**src/rtl/addr_seq_pkg.sv**
```systemverilog
// Shared types and mode encodings for the address sequence generators.
package addr_seq_pkg;

    typedef enum logic {
        IDLE = 1'b0,
        RUN  = 1'b1
    } state_e;

    localparam logic MODE_SINGLE = 1'b0;
    localparam logic MODE_CIRC   = 1'b1;

    localparam logic DIR_INC = 1'b0;
    localparam logic DIR_DEC = 1'b1;

endpackage

```
**src/rtl/addr_step.sv**
```systemverilog
// Combinational address step: addr +/- stride, wrapping modulo 2^WIDTH.
module addr_step
    import addr_seq_pkg::*;
#(
    parameter int WIDTH = 16
) (
    input  logic [WIDTH-1:0] addr,
    input  logic [WIDTH-1:0] stride,
    input  logic             dir,
    output logic [WIDTH-1:0] next_addr
);

    always_comb begin
        if (dir == DIR_DEC) begin
            next_addr = addr - stride;
        end else begin
            next_addr = addr + stride;
        end
    end

endmodule

```
**src/rtl/addr_seq_gen.sv**
```systemverilog
// Burst address generator: loads base/stride/len/mode, then emits one address
// per valid/ready transfer in single or circular mode, incrementing or decrementing.
module addr_seq_gen
    import addr_seq_pkg::*;
#(
    parameter int WIDTH  = 16,
    parameter int LEN_W  = 8,
    parameter int PASS_W = 8
) (
    input  logic              clk,
    input  logic              rst,
    input  logic              start,
    input  logic [WIDTH-1:0]  d,
    input  logic [WIDTH-1:0]  stride,
    input  logic [LEN_W-1:0]  len,
    input  logic              c,
    input  logic              s,
    input  logic              stop,
    input  logic              ready,
    output logic              valid,
    output logic [WIDTH-1:0]  address,
    output logic              busy,
    output logic              done,
    output logic [PASS_W-1:0] pass_cnt
);

    state_e              state_q, state_d;
    logic [WIDTH-1:0]    addr_q, addr_d;
    logic [WIDTH-1:0]    base_q, base_d;
    logic [WIDTH-1:0]    stride_q, stride_d;
    logic [LEN_W-1:0]    len_q, len_d;
    logic [LEN_W-1:0]    cnt_q, cnt_d;
    logic                circ_q, circ_d;
    logic                dir_q, dir_d;
    logic                valid_q, valid_d;
    logic                busy_q, busy_d;
    logic                done_q, done_d;
    logic [PASS_W-1:0]   pass_q, pass_d;
    logic [WIDTH-1:0]    step_addr;
    logic                last_beat;

    addr_step #(.WIDTH(WIDTH)) u_step (
        .addr      (addr_q),
        .stride    (stride_q),
        .dir       (dir_q),
        .next_addr (step_addr)
    );

    // len_q is never zero in RUN, so len_q-1 cannot underflow there.
    assign last_beat = (cnt_q == len_q - LEN_W'(1));

    always_comb begin
        state_d  = state_q;
        addr_d   = addr_q;
        base_d   = base_q;
        stride_d = stride_q;
        len_d    = len_q;
        cnt_d    = cnt_q;
        circ_d   = circ_q;
        dir_d    = dir_q;
        valid_d  = valid_q;
        busy_d   = busy_q;
        done_d   = 1'b0;
        pass_d   = pass_q;

        case (state_q)
            IDLE: begin
                if (start) begin
                    if (len != '0) begin
                        base_d   = d;
                        stride_d = stride;
                        len_d    = len;
                        circ_d   = c;
                        dir_d    = s;
                        addr_d   = d;
                        cnt_d    = '0;
                        pass_d   = '0;
                        valid_d  = 1'b1;
                        busy_d   = 1'b1;
                        state_d  = RUN;
                    end else begin
                        done_d = 1'b1;
                    end
                end
            end
            RUN: begin
                // valid is always high in RUN, so ready alone marks a transfer.
                if (ready) begin
                    if (last_beat) begin
                        if (circ_q == MODE_CIRC) begin
                            addr_d = base_q;
                            cnt_d  = '0;
                            if (pass_q != '1) begin
                                pass_d = pass_q + PASS_W'(1);
                            end
                        end else begin
                            valid_d = 1'b0;
                            busy_d  = 1'b0;
                            done_d  = 1'b1;
                            state_d = IDLE;
                        end
                    end else begin
                        addr_d = step_addr;
                        cnt_d  = cnt_q + LEN_W'(1);
                    end
                end
                // Abort wins over a circular wrap but lets the transfer land first.
                if (stop) begin
                    valid_d = 1'b0;
                    busy_d  = 1'b0;
                    done_d  = 1'b1;
                    state_d = IDLE;
                end
            end
            default: state_d = IDLE;
        endcase
    end

    always_ff @(posedge clk or posedge rst) begin
        if (rst) begin
            state_q  <= IDLE;
            addr_q   <= '0;
            base_q   <= '0;
            stride_q <= '0;
            len_q    <= '0;
            cnt_q    <= '0;
            circ_q   <= MODE_SINGLE;
            dir_q    <= DIR_INC;
            valid_q  <= 1'b0;
            busy_q   <= 1'b0;
            done_q   <= 1'b0;
            pass_q   <= '0;
        end else begin
            state_q  <= state_d;
            addr_q   <= addr_d;
            base_q   <= base_d;
            stride_q <= stride_d;
            len_q    <= len_d;
            cnt_q    <= cnt_d;
            circ_q   <= circ_d;
            dir_q    <= dir_d;
            valid_q  <= valid_d;
            busy_q   <= busy_d;
            done_q   <= done_d;
            pass_q   <= pass_d;
        end
    end

    assign valid    = valid_q;
    assign address  = addr_q;
    assign busy     = busy_q;
    assign done     = done_q;
    assign pass_cnt = pass_q;

endmodule

```
**config.mk**
```make
export PLATFORM = sky130hd
export DESIGN_NAME = addr_seq_gen
export DESIGN_NICKNAME = d
export VERILOG_FILES = /design/src/rtl/addr_seq_pkg.sv /design/src/rtl/addr_step.sv /design/src/rtl/addr_seq_gen.sv
export SDC_FILE = /design/constraint.sdc
export NUM_CORES = 1
export LEC_CHECK = 0
export ABC_AREA = 0
export CORE_ASPECT_RATIO = 0.7
export CORE_MARGIN = 3
export CORE_UTILIZATION = 55
export DETAILED_ROUTE_END_ITERATION = 10
export GPL_TIMING_DRIVEN = 0
export PLACE_DENSITY = 0.81
export SLEW_MARGIN = 25
export SYNTH_ARGS = -nofsm -noshare
export SYNTH_HDL_FRONTEND = slang
export SYNTH_SLANG_ARGS = --single-unit
```
**constraint.sdc**
```tcl
create_clock -name clk -period 8.55 [get_ports clk]
set_input_delay 1.2825 -clock clk [delete_from_list [all_inputs] [get_ports clk]]
set_output_delay 1.2825 -clock clk [all_outputs]
set_load 0.005 [all_outputs]
```
# After elaboration in Yosys (flattened, before gate mapping)

Index checks and enable logic that the tools add are counted.

Register bits after elaboration: 77
Input port bits: 47
Output and inout bits: 27

Muxes and demuxes: 39
Reduce and logical (&&, ||, !) cells: 5
Bitwise operators: 1
Add/sub/neg operators: 5
Equal/unequal tests: 12

Operators by type and width:

| kind                                                                    | count |
|---|---|
| 16-bit 2-to-1 mux                                                       | 6 |
| 8-bit 2-to-1 mux                                                        | 9 |
| 16-bit case mux with 2 select lines                                     | 1 |
| 8-bit case mux with 2 select lines                                      | 2 |
| 1-bit 2-to-1 mux                                                        | 18 |
| 16-bit adder                                                            | 1 |
| 8-bit by 1-bit adder with 8-bit output, second input constant           | 2 |
| 16-bit subtractor                                                       | 1 |
| 3-bit inequality test, second input constant                            | 3 |
| 8-bit equality test                                                     | 1 |
| 8-bit inequality test, second input constant                            | 1 |
| 8-bit nonzero test                                                      | 1 |
| 8-bit by 1-bit subtractor with 8-bit output, second input constant      | 1 |
| 2-bit by 1-bit inequality test with 1-bit output, second input constant | 3 |
| 2-bit inequality test, second input constant                            | 3 |
| 1-bit case mux with 2 select lines                                      | 3 |
| 6-bit AND reduction                                                     | 1 |
| 5-bit AND reduction                                                     | 1 |
| 4-bit AND reduction                                                     | 1 |
| 3-bit by 2-bit inequality test with 1-bit output, second input constant | 1 |
| 3-bit AND reduction                                                     | 1 |
| 1-bit inverter                                                          | 1 |

# Longest topological paths before layout

Gate-level depths: netlist of the first run.

Depth in word-level cells: 6
Depth in mapped cells: 15
Depth with buffers taken out: 15

# Modules after synthesis

From an unflattened synthesis of the first run, not the netlist that was laid out.

Cells, all modules: 528
Area, all modules: 4708.3 µm²

By module, submodules not included:

| module       | times used | cells each | area an instance (µm²) | seq. area each (µm²) |
|---|---|---|---|---|
| addr_seq_gen | 1          | 392        | 3718.6                 | 1926.8 |
| addr_step    | 1          | 136        | 989.7                  | 0.0 |

# Worst setup path before layout of the first run

OpenSTA, ideal clock, no wires.

Path kind: input port to flip-flop
Start point: input len[5]
End point: register pass_q[0], in the netlist pass_cnt[0]
Arrival: 3.017 ns
Stages on the path: 8
Setup slack: 5.412 ns
Setup time: 0.121 ns
Required time: 8.429 ns
Path buffers: 1
Cells stage by stage: nor4_1 a21oi_1 a21oi_1 or2_2 clkbuf_1 nor2_1 mux2_2 a22o_1

Longest elaborated chain between the ends: 3

RTL lines:

| item                            | line                | text |
|---|---|---|
| start, declared                 | addr_seq_gen.sv:15  | `input logic [LEN_W-1:0] len,` |
| 8-bit nonzero test              | addr_seq_gen.sv:69  | `if (len != '0) begin` |
| 2-bit inequality test (no line) | -                   |  |
| 6-bit AND reduction (no line)   | -                   |  |
| end signal, assigned            | addr_seq_gen.sv:145 | `pass_q <= pass_d;` |
| end, declared                   | addr_seq_gen.sv:38  | `logic [PASS_W-1:0] pass_q, pass_d;` |

No other way between the ends.
A chain may end at the register's enable or synchronous reset.

# Worst setup path after layout of the first run

Start point: input len[3]
End point: register pass_q[4], in the netlist pass_cnt[4]

The elaborated chain is that of the path after synthesis.

==> out/qor.csv, run 1 <==
stage,metric,value,unit
status,outcome,"finished, final reports clean",
worst_setup_path,cp.buffers_inverters,2,
grt,grt.total_usage,0.289,
detailed_routing,wl_per_cell,19.1,um
place,hpwl,9940,um
worst_setup_path,max_stage_delay,0.76,ns
clocking,clk_pin_slew,0.06,ns
logic_synthesis,mappedNetlistArea,4740,um2
floorplanning,die_area,9780,um2
detailed_routing,wirelength,13600,um
sta,fmax,0.258,GHz
logic_synthesis,async_flop_share,1.00,
clocking,cts_sinks,77,
logic_synthesis,ys_ff_latch,77,
worst_setup_path,critPathCapture,pass_cnt[4],
clocking,clk_latency,0.34,ns
floorplanning,start_util,0.584,
logic_synthesis,ys_seq_area_frac,0.407,
worst_setup_path,cp_cell_sequence,clkdlybuf4s50_1 -> nor4_1 -> a21oi_1 -> a21oi_1 -> or2_2 -> clkbuf_1 -> a2111oi_2 -> xnor2_1 -> nor2_1,
detailed_routing,first_pass_iters,5,
sta,rsz0062_at_grt,false,
worst_setup_path,cp_common_cell,a21oi_1,
worst_setup_path,cp.depth,9,
clocking,cts_setup_buffers,0,
floorplanning,ios,74,
place,place_congestion,0.903,
worst_setup_path,crit_fanout,9,
power,p_leak,0.00257,uW
place,placed_cell_area,5630,um2
logic_synthesis,synthCells,521,
clocking,numCtsBuffers,9,
power,ir_worst_vdd,224,uV
detailed_routing,via_per_inst,6.19,
clocking,clk_path_buf_depth,2,
worst_setup_path,cp.arrival,4.07,ns
detailed_routing,postRouteAntennaNets,0,
run,maxCapViolCount,0,
detailed_routing,vias,4406,
logic_synthesis,synth_fp_nets,588,
clocking,hold_buffers,0,
logic_synthesis,synthFlopType,dfrtp_1,
final_layout,antennaDiodeCount,0,
sta,drv_slew,0,
worst_setup_path,r2r_start,dir_q,
clocking,cts-resized-gates,0,
grt,grt_pass1_vias,4341,
grt,globalRoute.totalOverflow,0,
grt,antenna_found_initial,0,
floorplanning,row_count,27,
sta,finalCritPeriodShare,0.453,
detailed_routing,post-route-drc-count,0,
sta,hold_viol,0,
place,pre_cts_slack,4.38,ns
worst_setup_path,crit_slowest_cell,a21oi_1,
worst_hold_path,hold_path_class,register to register,
grt,grt_pass1_wl,22000,um
final_layout,drive_gt1_frac,0.0802,
final_layout,fin_nets,673,
logic_synthesis,synth-edff-count,0,
worst_setup_path,crit_path_start,len[3],
sta,tightestPinTransition,0.950,ns
final_layout,final_cell_area,5900,um2
worst_setup_path,r2r_slack,4.93,ns
worst_setup_path,r2r-end,address[11],
final_layout,synthToLayoutAreaGrowth,24.5,%
sta,layout_min_cycle_time,3.87,ns
clocking,cts_tree,built,
place,io_buffer_count,73,
floorplanning,core_area,8110,um2
worst_setup_path,end_kind,register,
logic_synthesis,synth_cell_types,64,
worst_setup_path,cp-start-kind,primary input,
worst_setup_path,reg2reg_depth,10,
final_layout,n_fill_cell,597,
sta,setup_ws,4.68,ns
floorplanning,die_h,83.7,um
sta,setup_tns,0,ns
clocking,h-tree-depth,3,
logic_synthesis,avgSynthCellArea,9.09,um2
floorplanning,die_x,117,um
worst_setup_path,crit_family,compound AO/OA/AOI/OAI gates,
worst_setup_path,path_class,primary input to register,
sta,relSlewSlack,0.366,
final_layout,fin_util,0.727,
detailed_routing,drt_iter0_markers,458,
power,p_per_area,327,nW/um2
grt,grt_max_degree,45,
sta,fin_skew,0.00730,ns
logic_synthesis,yosysWarnings,0,
clocking,root_buffer,clkbuf_16,
sta,setup-violations-final,0,
worst_setup_path,crit_required,8.75,ns
-- flip-flops by register name (all words and copies together), names as in the netlist --
signal,flops
stride_q,16
busy,1
dir_q,1
state_q,1
circ_q,1
base_q,16
address,16
len_q,8
cnt_q,8
done,1
pass_cnt,8
-- logic make-up (layout without fill, tap and decap cells) --
family	count (synthesis)	count (layout)	share of synthesized area
AND/OR/NAND/NOR	196	196	0.189
multiplexers	20	20	0.0465
buffers and inverters	39	129	0.0351
flip-flops	77	77	0.407
XOR/XNOR	37	37	0.0713
adder cells (fa/ha/maj)	20	20	0.0544
AO/OA/AOI/OAI	132	132	0.197
-- Yosys cell counts (11+ instances only) --
library cell / number / area [um2]
nand2_1: 104 / 390
dfrtp_1: 77 / 1930
nor2_1: 28 / 105
xnor2_1: 28 / 245
o21ai_0: 24 / 120
a21oi_1: 23 / 115
ha_1: 19 / 238
inv_1: 16 / 60.1
clkbuf_1: 14 / 52.6
mux2_2: 14 / 158
nand3_1: 14 / 70.1
a21o_1: 12 / 90.1
o31ai_1: 12 / 90.1
nor3_1: 11 / 55.1
o21ai_1: 11 / 55.1
-- cell usage in the layout, fill, tap and decap left out, types with 3 or more instances in the layout --
cell / count
nand2_1: 104
dfrtp_1: 77
clkdlybuf4s50_1: 73
xnor2_1: 28
nor2_1: 28
o21ai_0: 24
a21oi_1: 23
ha_1: 19
clkbuf_1: 18
inv_1: 15
nand3_1: 14
mux2_2: 14
o31ai_1: 12
a21o_1: 12
nor3_1: 11
o21ai_1: 11
clkbuf_16: 9
xor2_1: 8
nor2b_1: 6
a311oi_1: 6
a31oi_1: 5
o211ai_1: 5
and3_1: 5
buf_2: 4
or4_1: 4
or2_2: 4
a2111oi_2: 4
mux2i_1: 4
nor4_1: 3
and2_1: 3
o21a_1: 3
a22o_1: 3
a22oi_1: 3
-- per-layer routing --
| metal | vias to the layer above | GRT usage | routed length (um) |
|---|---|---|---|
| met2 | 209 | 0.431 | 6080 |
| met5 | - | 0 | 0 |
| met4 | 0 | 0.0760 | 242 |
| met3 | 24 | 0.0862 | 1230 |
| met1 | 2141 | 0.408 | 6010 |
| li1 | 2032 | - | - |
-- stage by stage --
stage               hold WS (ns)  std cells  total power (uW)
finish                     0.474        712              1930
global route               0.486        712              2060
CTS                        0.473        712              1910
detailed placement         0.460        696              1540
global placement           0.452        695              1500
floorplan                  0.438        521              1230
-- layout make-up --
| cell class | count | area (um2) | area share |
|---|---|---|---|
| flip-flops and latches | 77 | 1930 | 0.327 |
| repair buffers | 74 | 758 | 0.129 |
| inverters | 17 | 66.3 | 0.0112 |
| multi-input cells | 405 | 2650 | 0.448 |
| well taps | 101 | 126 | 0.0214 |
| clock inverters | 1 | 5.00 | 0.000849 |
| plain buffers | 22 | 103 | 0.0174 |
| clock buffers | 15 | 268 | 0.0454 |
-- report_power, final --
group          switching (uW)  internal [uW]
clock                     150            213
combinational             527            476
sequential                103            458
-- tightest hold or removal path, stage by stage (launching register included) --
cell and delay [ns]:
dfrtp_1 0.34, nand2_1 0.05, nand2_1 0.05
-- how the worst min path moves through the flow --
stage | from | end | slack, ns | depth (start not counted)
6_report | base_q[1] | base_q[1] | 0.47 | 2
5_1_grt | base_q[0] | base_q[0] | 0.49 | 2
4_1_cts | base_q[1] | base_q[1] | 0.47 | 2
3_5_place_dp | base_q[1] | base_q[1] | 0.46 | 2
3_3_place_gp | base_q[1] | base_q[1] | 0.45 | 2
2_1_floorplan | base_q[0] | base_q[0] | 0.44 | 2
(Power assumes the default switching activity.)
==> inputs of run 2 (changes only) <==
==> constraint.sdc (replaced) <==
create_clock -name clk -period 3.9 [get_ports clk]
set_input_delay 0.585 -clock clk [delete_from_list [all_inputs] [get_ports clk]]
set_output_delay 0.585 -clock clk [all_outputs]
set_load 0.005 [all_outputs]
==> results of run 2 <==
Same layout as run 1 (identical final DEF). Status: finished, final reports clean.
Main changes from that run: setup slack after placement 4.38 ns -> 0.424 ns; setup slack after layout 4.68 ns -> 0.275 ns; start point of the critical path len[3] -> dir_q; end point of the critical path pass_cnt[4] -> address[11]; register-to-register setup slack 4.93 ns -> 0.28 ns; total power 1930 uW -> 4220 uW; worst IR drop on VDD 224 uV -> 492 uV
